===== src/rtl/speed_pwm_if.sv =====
// Bundle between the speed FSM and the speed-ramp/PWM stage.
// The speed FSM side uses the master modport; the speed_pwm block uses the slave modport.
interface speed_pwm_if;
   logic [3:0] speed;
   logic       en;
   logic       pwm_out;
   logic [3:0] level;
   logic       at_target;
   logic       period_end;

   modport master (
      output speed, en,
      input  pwm_out, level, at_target, period_end
   );

   modport slave (
      input  speed, en,
      output pwm_out, level, at_target, period_end
   );
endinterface


===== src/rtl/speed_pwm.sv =====
// Slew-limited speed level driving a 15-slot glitch-free PWM output.
// Duty is only re-latched at period end, so every period is a whole N/15 pulse.
module speed_pwm #(
   parameter int unsigned RAMP_DIV  = 8,
   parameter int unsigned PWM_SLOTS = 15
) (
   input logic        clk,
   input logic        reset,
   speed_pwm_if.slave bus
);

   localparam logic [7:0] RAMP_LAST = 8'(RAMP_DIV - 1);
   localparam logic [3:0] SLOT_LAST = 4'(PWM_SLOTS - 1);

   logic [7:0] ramp_cnt_q;
   logic [7:0] ramp_cnt_d;
   logic [3:0] level_q;
   logic [3:0] level_d;
   logic [3:0] pwm_cnt_q;
   logic [3:0] pwm_cnt_d;
   logic [3:0] duty_q;
   logic [3:0] duty_d;
   logic [3:0] tgt_s;
   logic       tick_s;
   logic       period_end_s;

   // Effective target and the two per-cycle strobes.
   always_comb begin
      tgt_s = 4'd0;
      if (bus.en) begin
         tgt_s = bus.speed;
      end else begin
         tgt_s = 4'd0;
      end
      tick_s       = (ramp_cnt_q == RAMP_LAST);
      period_end_s = (pwm_cnt_q == SLOT_LAST);
   end

   // Next-state: free-running prescaler, one-step ramp, PWM slot counter and duty latch.
   always_comb begin
      ramp_cnt_d = ramp_cnt_q;
      level_d    = level_q;
      pwm_cnt_d  = pwm_cnt_q;
      duty_d     = duty_q;

      if (tick_s) begin
         ramp_cnt_d = 8'd0;
         if (level_q < tgt_s) begin
            level_d = level_q + 4'd1;
         end else if (level_q > tgt_s) begin
            level_d = level_q - 4'd1;
         end else begin
            level_d = level_q;
         end
      end else begin
         ramp_cnt_d = ramp_cnt_q + 8'd1;
      end

      // duty takes the registered (pre-tick) level even when a tick lands on the same edge
      if (period_end_s) begin
         pwm_cnt_d = 4'd0;
         duty_d    = level_q;
      end else begin
         pwm_cnt_d = pwm_cnt_q + 4'd1;
      end
   end

   // State registers with asynchronous active-low reset.
   always_ff @(posedge clk or negedge reset) begin
      if (!reset) begin
         ramp_cnt_q <= 8'd0;
         level_q    <= 4'd0;
         pwm_cnt_q  <= 4'd0;
         duty_q     <= 4'd0;
      end else begin
         ramp_cnt_q <= ramp_cnt_d;
         level_q    <= level_d;
         pwm_cnt_q  <= pwm_cnt_d;
         duty_q     <= duty_d;
      end
   end

   assign bus.pwm_out    = (pwm_cnt_q < duty_q);
   assign bus.level      = level_q;
   assign bus.at_target  = (level_q == tgt_s);
   assign bus.period_end = period_end_s & reset;

endmodule


===== src/flat_wrapper.sv =====
// flat-port wrapper written by rule: the top's interface ports become plain ports
module speed_pwm_flat 
#(
   parameter int unsigned RAMP_DIV  = 8,
   parameter int unsigned PWM_SLOTS = 15
)
  (clk, reset, bus_speed, bus_en, bus_pwm_out, bus_level, bus_at_target, bus_period_end);
  speed_pwm_if bus_i ();
  input logic clk;
  input logic reset;
  input wire logic [$bits(bus_i.speed)-1:0] bus_speed;
  input wire logic [$bits(bus_i.en)-1:0] bus_en;
  output wire logic [$bits(bus_i.pwm_out)-1:0] bus_pwm_out;
  output wire logic [$bits(bus_i.level)-1:0] bus_level;
  output wire logic [$bits(bus_i.at_target)-1:0] bus_at_target;
  output wire logic [$bits(bus_i.period_end)-1:0] bus_period_end;
  assign bus_i.speed = bus_speed;
  assign bus_i.en = bus_en;
  assign bus_pwm_out = bus_i.pwm_out;
  assign bus_level = bus_i.level;
  assign bus_at_target = bus_i.at_target;
  assign bus_period_end = bus_i.period_end;
  speed_pwm #(.RAMP_DIV(RAMP_DIV), .PWM_SLOTS(PWM_SLOTS)) u_core (.clk(clk), .reset(reset), .bus(bus_i));
endmodule

===== config.mk =====
export PLATFORM = sky130hd
export DESIGN_NAME = speed_pwm_flat
export DESIGN_NICKNAME = d
export VERILOG_FILES = /design/src/rtl/speed_pwm_if.sv /design/src/rtl/speed_pwm.sv /design/src/flat_wrapper.sv
export SDC_FILE = /design/constraint.sdc
export NUM_CORES = 1
export LEC_CHECK = 0
export ABC_AREA = 1
export BUFFER_PORTS_ARGS = -buffer_cell sky130_fd_sc_hd__buf_2
export CAP_MARGIN = 20
export CORE_MARGIN = 3
export CORE_UTILIZATION = 50
export DETAILED_ROUTE_END_ITERATION = 7
export PLACE_DENSITY = 0.73
export SKIP_CTS_REPAIR_TIMING = 1
export SLEW_MARGIN = 25
export SYNTH_ARGS = -nofsm -noshare
export SYNTH_HDL_FRONTEND = slang
export SYNTH_SLANG_ARGS = --single-unit

===== constraint.sdc =====
create_clock -name clk -period 2.6 [get_ports clk]
set_clock_uncertainty 0.1 [all_clocks]
set_input_delay 0.26 -clock clk [delete_from_list [all_inputs] [get_ports clk]]
set_output_delay 0.26 -clock clk [all_outputs]
set_load 0.005 [all_outputs]

# --- After elaboration in Yosys (flattened, before gate mapping) ---
# Cells that the tools add are included.
totals:
  in_bits: 7
  ff_bits: 20
  wordCells: 22
  out_inout_bits: 7
op_classes:
  n_lt_le_gt_ge: 3
  n_mux: 5
  bitwise_logic: 1
  n_reduce_logical: 2
  n_eq_ne: 3
  add_sub_neg: 4
ops:
  columns: ["cell", "n"]
  rows:
  - ["2-to-1 mux 4 bit", 4]
  - ["adder 4 x 1 -> 4 bit (second input constant)", 2]
  - ["adder 8 x 1 -> 8 bit (second input constant)", 1]
  - ["equality test 8 x 3 -> 1 bit (second input constant)", 1]
  - ["less-than comparator 4 bit", 2]
  - ["2-to-1 mux 8 bit", 1]
  - ["equality test 4 bit", 1]
  - ["equality test 4 bit (second input constant)", 1]
  - ["greater-than comparator 4 bit", 1]
  - ["subtractor 4 x 1 -> 4 bit (second input constant)", 1]
  - ["AND reduction 2 bit", 1]
  - ["nonzero test 2 bit", 1]
  - ["bitwise AND 1 bit", 1]

# --- Longest topological paths before layout ---
# Gate-level depths: netlist of run 1.
logic_depth:
  depth_word: 4
  ltp_mapped: 19
  mapped_depth_nobuf: 19

# --- Least setup slack after synthesis of run 1 ---
# No wires, ideal clock.
synth_path:
  path_kind: "register to register"
  startpoint: "register u_core.level_q[1], in the netlist u_core.bus.level[1]"
  endpoint: "register u_core.level_q[3], in the netlist u_core.bus.level[3]"
  path_buffers: 0
  required_ns: 2.383
  setup_ns: 0.117
  period_less_slack_ns: 2.163
  slack_ns: 0.437
  stages_incl_launch_ff: 17
  arrival_time_ns: 1.946
  path_cell_list: "dfrtp_1 -> ha_1 -> nand2_1 -> nand2_1 -> nand2_1 -> nand2_1 -> ha_1 -> nand2_1 -> nand2_1 -> nor2_1 -> inv_1 -> nand2_1 -> nand2_1 -> inv_1 -> nand2_1 -> nand2_1 -> nand2_1"
synth_between:
  elab_chain_len: 3
  word_cells_on_any_way: 8
  cone_classes: "add/sub: 2; order compare: 2; mux: 2; reduce/logical: 2"
synth_lines:
  columns: ["element", "line_no", "source"]
  rows:
  - ["start: declaration", "speed_pwm.sv:17", "logic [3:0] level_q;"]
  - ["start signal: assignment", "speed_pwm.sv:77", "level_q <= level_d;"]
  - ["subtractor 4 x 1 -> 4 bit (tied with other cells)", "speed_pwm.sv:51", "level_d = level_q - 4'd1;"]
  - ["2-to-1 mux 4 bit or nonzero test 2 bit (tied branches)", null, null]
  - ["2-to-1 mux 4 bit or AND reduction 2 bit (tied branches)", null, null]
# Parallel ways exist; a longest one is shown, timed or not. The select of a mux whose other input is x is not followed.
# A chain may end at the register's enable or synchronous reset.

# --- Worst setup path in the final report of run 1 ---
# Ends and elaborated chain as after synthesis.

==> results.tsv, run 1 <==
stage	metric	value	unit
status	outcome	completed	
hold_path	Hold Path Class	input pin to async pin	
clocking	Clock transition at path regs	0.12	ns
synth	Mapped Cells	133	
critical_path	critical path arrival	2.42	ns
global_route	vias in the first global route	786	
floorplan	DIE HEIGHT	53.41	microns
route	Avg WL per Cell	10.36	microns
critical_path	Worst Setup End Kind	flop	
clocking	Root Buffer	clkbuf_4	
global_route	global-route wire length before repair	3.208	mm
global_route	gr busiest metal	met2	
finish	nets	169	
clocking	Clock Latency Late Sink	0.31	ns
floorplan	I/O pin total	14	
place	Final GP Congestion	0.7446	
critical_path	critical path class	flop to flop	
clocking	CTS sink cnt	20	
floorplan	Die X	53.41	microns
critical_path	Startpoint Class	flop	
floorplan	core area	2042	sq um
finish	sequential cell area	500.5	sq um
clocking	clock buffer depth	2	
route	TritonRoute pass-1 iters	4	
timing	Final Hold Fails	0	
place	HPWL after detailed placement	1.443	mm
floorplan	Starting Density	55.02	%
synth	Mapped Nets	151	
global_route	M1 GR Usage	18.69	%
timing	setup TNS	0	ns
synth	synthesized flop and latch total	20	
timing	Worst Max-Slew Pin Slew	0.4398	ns
power	maximum VDD drop	0.6276	mV
timing	slew margin rel.	70.68	%
finish	Fillers	193	
timing	final setup fails	0	
route	vias post-DR	858	
synth	Syn. warnings	0	
finish	ant diodes	0	
global_route	Total GRT Usage	15.69	%
clocking	H-tree Lvls	1	
route	Final ANT Viol Nets	0	
floorplan	Site Rows	16	
timing	FMAX	431.8	MHz
finish	share of layout cells above drive strength 1	14.67	%
critical_path	Max Fanout on Critical Path	5	
global_route	pin count of the biggest net entering global routing	22	
power	PD cells	910.7	nW/um^2
timing	Slew Viols, Final	0	
synth	post-synthesis sequential area ratio	44.54	%
global_route	met3 usage	3.380	%
route	residual DRC count	0	
global_route	total global routing overflow	0	
route	Vias/cell	4.847	
place	pre-CTS setup slack	0.2827	ns
synth	syn_area_per_cell	8.448	sq um
route	final WL	1.833	mm
clocking	CTS tree	yes	
timing	fin worst setup slack	0.2843	ns
finish	area grow syn2layout	13.92	%
critical_path	CP required	2.70	ns
floorplan	Die Area	2852	sq um
timing	Final min period	2.316	ns
synth	mapped cell area	1124	sq um
power	Leak Pwr	0.7137	nW
timing	RSZ-0062 raised after global routing	no	
clocking	TritonCTS Buffers	3	
synth	post-synth cell types	18	
global_route	GR Util met2	26.94	%
timing	period utilization	89.07	%
flow_run	max-cap violation count	0	
global_route	initial antenna violation count	0	
place	I/O Buffers	13	
route	DR iter-0 viols	6	
finish	Multi-input gate area	520.5	sq um
## synth_stat cells
| cell type | n | share of area [%] |
|---|---|---|
| ha_1 | 10 | 11 |
| o21ai_0 | 7 | 3.1 |
| xnor2_1 | 1 | 0.78 |
| dfrtp_1 | 20 | 45 |
| inv_1 | 26 | 8.7 |
| o21a_1 | 1 | 0.67 |
| nor3_2 | 2 | 1.8 |
| xor2_1 | 5 | 3.9 |
| a21oi_1 | 7 | 3.1 |
| nand3_1 | 3 | 1.3 |
| nand4_1 | 2 | 1.1 |
| nand2_1 | 32 | 11 |
| buf_2 | 1 | 0.45 |
| nor2_1 | 11 | 3.7 |
| fa_1 | 1 | 1.8 |
| nand2_2 | 2 | 1.1 |
| a21oi_4 | 1 | 1.4 |
| nor3b_1 | 1 | 0.67 |
## stage by stage
step	util (%)	instance area, sq um	power, mW	std cells	hold slack, ns
2_1_floorplan	-	1124	0.7875	133	-0.1356
3_3_place_gp	59.62	1217	0.8947	172	0.1288
3_5_place_dp	59.62	1217	0.9243	172	0.1259
4_1_cts	62.19	1270	1.180	176	-0.2171
5_1_grt	62.68	1280	1.293	177	0.3475
6_report	62.68	1280	1.166	177	0.3134
## cells by family after synthesis
family / share of synthesized area [%]
buffers and inverters: 9.131
adders and majority gates: 12.92
AOI/OAI and AO/OA: 8.352
and+or+nand+nor: 20.38
DFF: 44.54
xor gates and xnor gates: 4.677
## state kept, by name, indices dropped and copies added, names as in the netlist
name / cells
u_core.bus.level: 4
u_core.ramp_cnt_q: 8
u_core.duty_q: 4
u_core.pwm_cnt_q: 4
## worst paths after layout
check / startpoint / endpoint / slack [ns] / depth (start not counted)
min in group clk: u_core.ramp_cnt_q[0] / u_core.ramp_cnt_q[0] / 0.36 / 1
max in group asynchronous: reset / u_core.ramp_cnt_q[2] / 1.77 / 2
worst max register to register: u_core.bus.level[1] / u_core.bus.level[3] / 0.28 / 16
worst min register to register: u_core.ramp_cnt_q[0] / u_core.ramp_cnt_q[0] / 0.36 / 1
worst min-delay path: reset / u_core.duty_q[3] / 0.31 / 2
worst max-delay path: u_core.bus.level[1] / u_core.bus.level[3] / 0.28 / 16
## placed cells by master, fill, tap and decap left out
cell type      instances
nor2_1                11
dlygate4sd3_1          1
dfrtp_1               20
nor3b_1                1
nand3_1                3
nand4_1                2
a21oi_4                1
o21ai_0                7
fa_1                   1
clkbuf_4               3
a21oi_1                7
inv_1                 26
ha_1                  10
nand2_1               32
o21a_1                 1
xor2_1                 5
nor3_2                 2
nand2_2                2
bufinv_16              1
buf_2                 13
xnor2_1                1
## power breakdown
part / switching, mW / leakage, nW / internal [mW] / total, mW
logic: 0.274 / 0.433 / 0.210 / 0.484
clock network: 0.0996 / 0.0279 / 0.156 / 0.255
registers: 0.0564 / 0.253 / 0.370 / 0.426
total: 0.430 / 0.714 / 0.736 / 1.17
## area by class of cell
class	instances	area share [%]
Multi-Input combinational cell	86	40.66
Sequential cell	20	39.10
Inverter	26	7.625
Timing Repair Buffer	14	5.865
Tap cell	27	2.639
Clock inverter	1	2.346
Clock buffer	3	1.760
## layer usage
metal	wire length (microns)	part of all wire [%]
met5	0	0
met4	23	1.3
met3	73	4.0
met2	954	52
met1	781	43
## critical path, cell delays in order (launching register included)
cell and delay [ns]:
dfrtp_1 0.46, ha_1 0.33, nand2_1 0.07, nand2_1 0.05, nand2_1 0.07, nand2_1 0.17
ha_1 0.37, nand2_1 0.08, nand2_1 0.04, nor2_1 0.12, inv_1 0.05, nand2_1 0.05
nand2_1 0.05, inv_1 0.06, nand2_1 0.05, nand2_1 0.05, nand2_1 0.04
(Power assumes the default switching activity.)
==> run 2, diff against run 1 <==
--- a/config.mk
+++ b/config.mk
@@ -12,6 +12,7 @@
 export CORE_UTILIZATION = 50
 export DETAILED_ROUTE_END_ITERATION = 7
 export PLACE_DENSITY = 0.73
+export REMOVE_ABC_BUFFERS = 1
 export SKIP_CTS_REPAIR_TIMING = 1
 export SLEW_MARGIN = 25
 export SYNTH_ARGS = -nofsm -noshare
==> run 2 against run 1 <==
  * Worst hold slack better by 0.018 ns
  * First-iteration DRC count is 120% higher
  * Critical endpoint unchanged
  * Sequential cell count stayed put
==> results.tsv, run 2 (synthesis results as in run 1) <==
stage	metric	value	unit	change
status	outcome	completed		
critical_path	Worst Setup End Kind	flop		
timing	setup TNS	0	ns	unchanged
route	vias post-DR	859		+0.12%
floorplan	Die Area	2852	sq um	unchanged
clocking	TritonCTS Buffers	3		unchanged
floorplan	DIE HEIGHT	53.41	microns	unchanged
route	Final ANT Viol Nets	0		unchanged
clocking	CTS sink cnt	20		unchanged
clocking	H-tree Lvls	1		unchanged
hold_path	Hold Path Class	input pin to async pin		
finish	commonest non-fill, non-tap cell in the layout	nand2_1		
floorplan	I/O pin total	14		unchanged
timing	Final Hold Fails	0		unchanged
timing	slew margin rel.	69.93	%	-0.75 points
critical_path	critical path arrival	2.42	ns	about the same
route	Avg WL per Cell	11.22	microns	+8.4%
route	TritonRoute pass-1 iters	4		unchanged
route	DR iter-0 viols	13		+7
critical_path	Startpoint Class	flop		
global_route	global-route wire length before repair	3.657	mm	+14%
global_route	total global routing overflow	0		unchanged
finish	max reg flops	8		unchanged
timing	RSZ-0062 raised after global routing	no		
place	HPWL after detailed placement	1.597	mm	+11%
global_route	initial antenna violation count	0		unchanged
place	pre-CTS setup slack	0.1882	ns	-0.09448 ns
clocking	Clock Latency Late Sink	0.29	ns	-0.02 ns
finish	most flop-heavy register	u_core.ramp_cnt_q		
timing	Slew Viols, Final	0		unchanged
timing	fin worst setup slack	0.2786	ns	-0.005737 ns
critical_path	Max Fanout on Critical Path	5		unchanged
timing	Worst Max-Slew Pin Slew	0.4510	ns	+0.01123 ns
clocking	Root Buffer	clkbuf_4		
critical_path	CP required	2.70	ns	about the same
route	Vias/cell	4.881		+0.69%
floorplan	Site Rows	16		unchanged
place	Final GP Congestion	0.7246		-2.7%
finish	share of layout cells above drive strength 1	15.44	%	+0.77 points
floorplan	Die X	53.41	microns	unchanged
power	maximum VDD drop	0.4890	mV	-22%
finish	nets	169		unchanged
place	I/O Buffers	13		unchanged
timing	final setup fails	0		unchanged
clocking	clock buffer depth	2		unchanged
global_route	vias in the first global route	891		+13%
power	PD cells	860.4	nW/um^2	-5.5%
floorplan	Starting Density	55.02	%	unchanged
route	final WL	1.975	mm	+7.7%
global_route	pin count of the biggest net entering global routing	22		unchanged
timing	hold slack	0.3314	ns	+0.01803 ns
clocking	CTS tree	yes		
clocking	Clock transition at path regs	0.11	ns	about the same
global_route	Total GRT Usage	18.05	%	+2.4 points
finish	commonest cells after routing, fill and taps aside	nand2_1 (31), inv_1 (26), dfrtp_1 (20)		
finish	ant diodes	0		unchanged
timing	FMAX	430.8	MHz	-0.25%
floorplan	core area	2042	sq um	unchanged
power	Leak Pwr	0.6999	nW	-1.9%
flow_run	max-cap violation count	0		unchanged
timing	Final min period	2.321	ns	+0.005737 ns
critical_path	critical path class	flop to flop		
finish	area grow syn2layout	11.80	%	
timing	period utilization	89.29	%	+0.22 points
route	residual DRC count	0		unchanged
==> run 2: cell types whose count changed in the layout (fill, tap and decap cells not counted), sizes merged <==
cell,change
bufinv,-1
==> run 2: metal layers <==
metal  global-route usage, %  share of wire (%)
met4                   7.660               0.61
met5                       0                  0
met2                   34.29                 54
met1                   18.84                 43
met3                   3.380                2.4
==> run 2: critical path, cell delays in order, from the launching register on <==
cell,delay [ns]
dfrtp_1,0.47
ha_1,0.34
nand2_1,0.07
nand2_1,0.05
nand2_1,0.10
nand2_2,0.12
ha_1,0.35
nand2_1,0.08
nand2_1,0.04
nor2_1,0.14
inv_1,0.05
nand2_1,0.06
nand2_1,0.04
inv_1,0.06
nand2_1,0.05
nand2_1,0.07
nand2_1,0.05
==> run 2: stage by stage <==
step	utilization [%]	power (mW)	cell area, sq um	instances
6_report	61.52	1.081	1256	176
5_1_grt	61.52	1.209	1256	176
4_1_cts	60.72	1.080	1240	175
3_5_place_dp	59.62	0.9293	1217	172
3_3_place_gp	59.62	0.8975	1217	172
2_1_floorplan	-	0.7873	1119	132
==> run 2: path summary, 6_finish.rpt <==
kind | startpoint | endpoint | slack, ns | depth (start not counted)
worst max-delay path | u_core.bus.level[1] | u_core.bus.level[3] | 0.28 | 16
worst min-delay path | reset | u_core.bus.level[3] | 0.33 | 2
max in group asynchronous | reset | u_core.pwm_cnt_q[3] | 1.75 | 2
worst min register to register | u_core.ramp_cnt_q[0] | u_core.ramp_cnt_q[0] | 0.36 | 1
min in group clk | u_core.ramp_cnt_q[0] | u_core.ramp_cnt_q[0] | 0.36 | 1
worst max register to register | u_core.bus.level[1] | u_core.bus.level[3] | 0.28 | 16
==> run 2: power by group <==
part / leakage (nW) / switching, mW / total [mW] / internal [mW]
clock: 0.0138 / 0.0881 / 0.142 / 0.0538
sequential: 0.253 / 0.0578 / 0.428 / 0.370
combinational: 0.433 / 0.293 / 0.511 / 0.218
total: 0.700 / 0.439 / 1.08 / 0.642
==> run 2: area by class of cell <==
class / instances / area, sq um
clock buffers: 3 / 22.52
fillers: 191 / 785.8
inverters: 26 / 97.59
multi-input cells: 86 / 526.8
flip-flops and latches: 20 / 500.5
well taps: 27 / 33.78
repair buffers: 14 / 75.07
==> run 3, diff against run 2 <==
--- a/config.mk
+++ b/config.mk
@@ -8,10 +8,12 @@
 export ABC_AREA = 1
 export BUFFER_PORTS_ARGS = -buffer_cell sky130_fd_sc_hd__buf_2
 export CAP_MARGIN = 20
+export CELL_PAD_IN_SITES_DETAIL_PLACEMENT = 1
+export CELL_PAD_IN_SITES_GLOBAL_PLACEMENT = 2
 export CORE_MARGIN = 3
-export CORE_UTILIZATION = 50
+export CORE_UTILIZATION = 33
 export DETAILED_ROUTE_END_ITERATION = 7
-export PLACE_DENSITY = 0.73
+export PLACE_DENSITY = 0.79
 export REMOVE_ABC_BUFFERS = 1
 export SKIP_CTS_REPAIR_TIMING = 1
 export SLEW_MARGIN = 25
==> run 3 against run 2 <==
  * Sequential power about the same
  * Worst hold slack about the same
  * Largest cell class unchanged
  * Setup slack improved by 0.027 ns
  * Fmax increased by 1.2%
  * Sequential share of layout area is 0.91 points lower
  * Combinational power down 3%
  * Non-clock buffer count stayed put
==> results.tsv, run 3 (synthesis results as in run 1) <==
stage	metric	value	unit	change
global_route	total global routing overflow	0		unchanged
route	final WL	2.155	mm	+9.1%
place	I/O Buffers	13		unchanged
route	TritonRoute pass-1 iters	2		-2
route	Vias/cell	4.464		-8.5%
timing	Final Hold Fails	0		unchanged
timing	final setup fails	0		unchanged
clocking	Root Buffer	clkbuf_4		
floorplan	Die X	64.35	microns	+20%
power	maximum VDD drop	0.3052	mV	-38%
finish	max reg flops	8		unchanged
clocking	clock buffer depth	2		unchanged
critical_path	CP required	2.72	ns	+0.02 ns
power	Leak Pwr	0.7058	nW	+0.84%
critical_path	delay-heaviest family, CP	simple AND/OR/NAND/NOR gates		
place	Final GP Congestion	0.7339		+1.3%
global_route	vias in the first global route	922		+3.5%
clocking	CTS tree	yes		
timing	Final min period	2.295	ns	-0.02665 ns
floorplan	I/O pin total	14		unchanged
route	residual DRC count	0		unchanged
critical_path	Largest stage delay, worst path	0.43	ns	-0.04 ns
flow_run	max-cap violation count	0		unchanged
critical_path	CP most frequent cell	nand2_1		
critical_path	slowest cell on the critical path	dfrtp_1		
floorplan	DIE HEIGHT	64.35	microns	+20%
global_route	pin count of the biggest net entering global routing	22		unchanged
timing	Slew Viols, Final	0		unchanged
timing	setup TNS	0	ns	unchanged
critical_path	critical path class	flop to flop		
hold_path	Hold Path Class	input pin to async pin		
timing	period utilization	88.26	%	-1.0 points
global_route	Total GRT Usage	11.91	%	-6.1 points
floorplan	Starting Density	35.63	%	-19 points
route	Final ANT Viol Nets	0		unchanged
critical_path	CP Cell Sequence	ha_1 > a21oi_1 > nand2_2 > ha_1 > nand2_1 > nand2_1 > nor2_1 > inv_1 > nand2_1 > nand2_1 > inv_1 > nand2_1 > nand2_1 > nand2_1		
floorplan	Site Rows	20		+4
route	DR iter-0 viols	18		+5
timing	RSZ-0062 raised after global routing	no		
power	PD cells	860.6	nW/um^2	about the same
timing	Worst Max-Slew Pin Slew	0.4776	ns	+0.02654 ns
floorplan	Die Area	4141	sq um	+45%
critical_path	critical path arrival	2.41	ns	about the same
finish	area grow syn2layout	14.70	%	
critical_path	Worst Setup End Kind	flop		
timing	FMAX	435.8	MHz	+1.2%
clocking	TritonCTS Buffers	3		unchanged
floorplan	core area	3153	sq um	+54%
finish	nets	169		unchanged
clocking	CTS sink cnt	20		unchanged
power	Overall Power	1.109	mW	+2.6%
status	outcome	completed		
finish	ant diodes	0		unchanged
clocking	Clock Latency Late Sink	0.31	ns	+0.02 ns
finish	commonest non-fill, non-tap cell in the layout	nand2_1		
critical_path	Buf/Inv on CP	2		unchanged
route	vias post-DR	866		+0.81%
clocking	H-tree Lvls	1		unchanged
timing	slew margin rel.	68.16	%	-1.8 points
finish	most flop-heavy register	u_core.ramp_cnt_q		
place	HPWL after detailed placement	1.686	mm	+5.6%
route	Avg WL per Cell	11.11	microns	-1.0%
finish	share of layout cells above drive strength 1	16.00	%	+0.56 points
finish	Fillers	405		+110%
finish	commonest cells after routing, fill and taps aside	nand2_1 (31), inv_1 (26), dfrtp_1 (19)		
critical_path	Startpoint Class	flop		
clocking	Clock transition at path regs	0.12	ns	about the same
global_route	initial antenna violation count	0		unchanged
critical_path	Max Fanout on Critical Path	5		unchanged
global_route	global-route wire length before repair	3.939	mm	+7.7%
[run 3: area by class of cell]
class / count / area, sq um / share of cell area [%]
inverters: 26 / 97.59 / 7.573
multi-input cells: 86 / 523.0 / 40.58
clock buffers: 4 / 36.28 / 2.816
repair buffers: 14 / 75.07 / 5.825
flip-flops and latches: 20 / 501.7 / 38.93
well taps: 44 / 55.05 / 4.272
[run 3: report_power, final]
| part | internal, mW | switching (mW) |
|---|---|---|
| Clock | 0.0854 | 0.102 |
| Combinational | 0.212 | 0.282 |
| Sequential | 0.372 | 0.0561 |
[run 3: path summary, 6_finish.rpt]
path / end / startpoint / cells after the start / slack [ns]
setup reg to reg: u_core.bus.level[3] / u_core.bus.level[3] / 14 / 0.31
max in group asynchronous: u_core.bus.level[1] / reset / 2 / 1.72
hold / removal: u_core.duty_q[3] / reset / 2 / 0.33
setup / recovery: u_core.bus.level[3] / u_core.bus.level[3] / 14 / 0.31
min in group clk: u_core.ramp_cnt_q[0] / u_core.ramp_cnt_q[0] / 1 / 0.36
hold reg to reg: u_core.ramp_cnt_q[0] / u_core.ramp_cnt_q[0] / 1 / 0.36
[run 3: stage by stage]
step	instances	area [sq um]	util [%]	hold slack [ns]	setup slack, ns
after floorplan	132	1119	-	-0.1356	0.4371
after global placement	189	1239	39.29	0.1410	0.2757
after detailed placement	189	1239	39.29	0.1493	0.2221
after CTS	193	1275	40.44	-0.1947	0.2084
after global routing	194	1289	40.87	0.3673	0.01879
final	194	1289	40.87	0.3319	0.3052
[run 3: worst register-to-register path, cell delays in order (launching register included)]
cell and delay, ns:
dfrtp_1 0.43, ha_1 0.32, a21oi_1 0.22, nand2_2 0.16
ha_1 0.34, nand2_1 0.08, nand2_1 0.04, nor2_1 0.15
inv_1 0.05, nand2_1 0.06, nand2_1 0.04, inv_1 0.06
nand2_1 0.05, nand2_1 0.06, nand2_1 0.04
[run 3: routing by layer]
metal  vias up  wire length, microns  GRT usage [%]
met5         -                     0              0
met4         0                    13          2.902
met3         2                    46          2.812
met2         7                  1078          20.88
met1       410                  1017          14.61
li1        447                     -              -
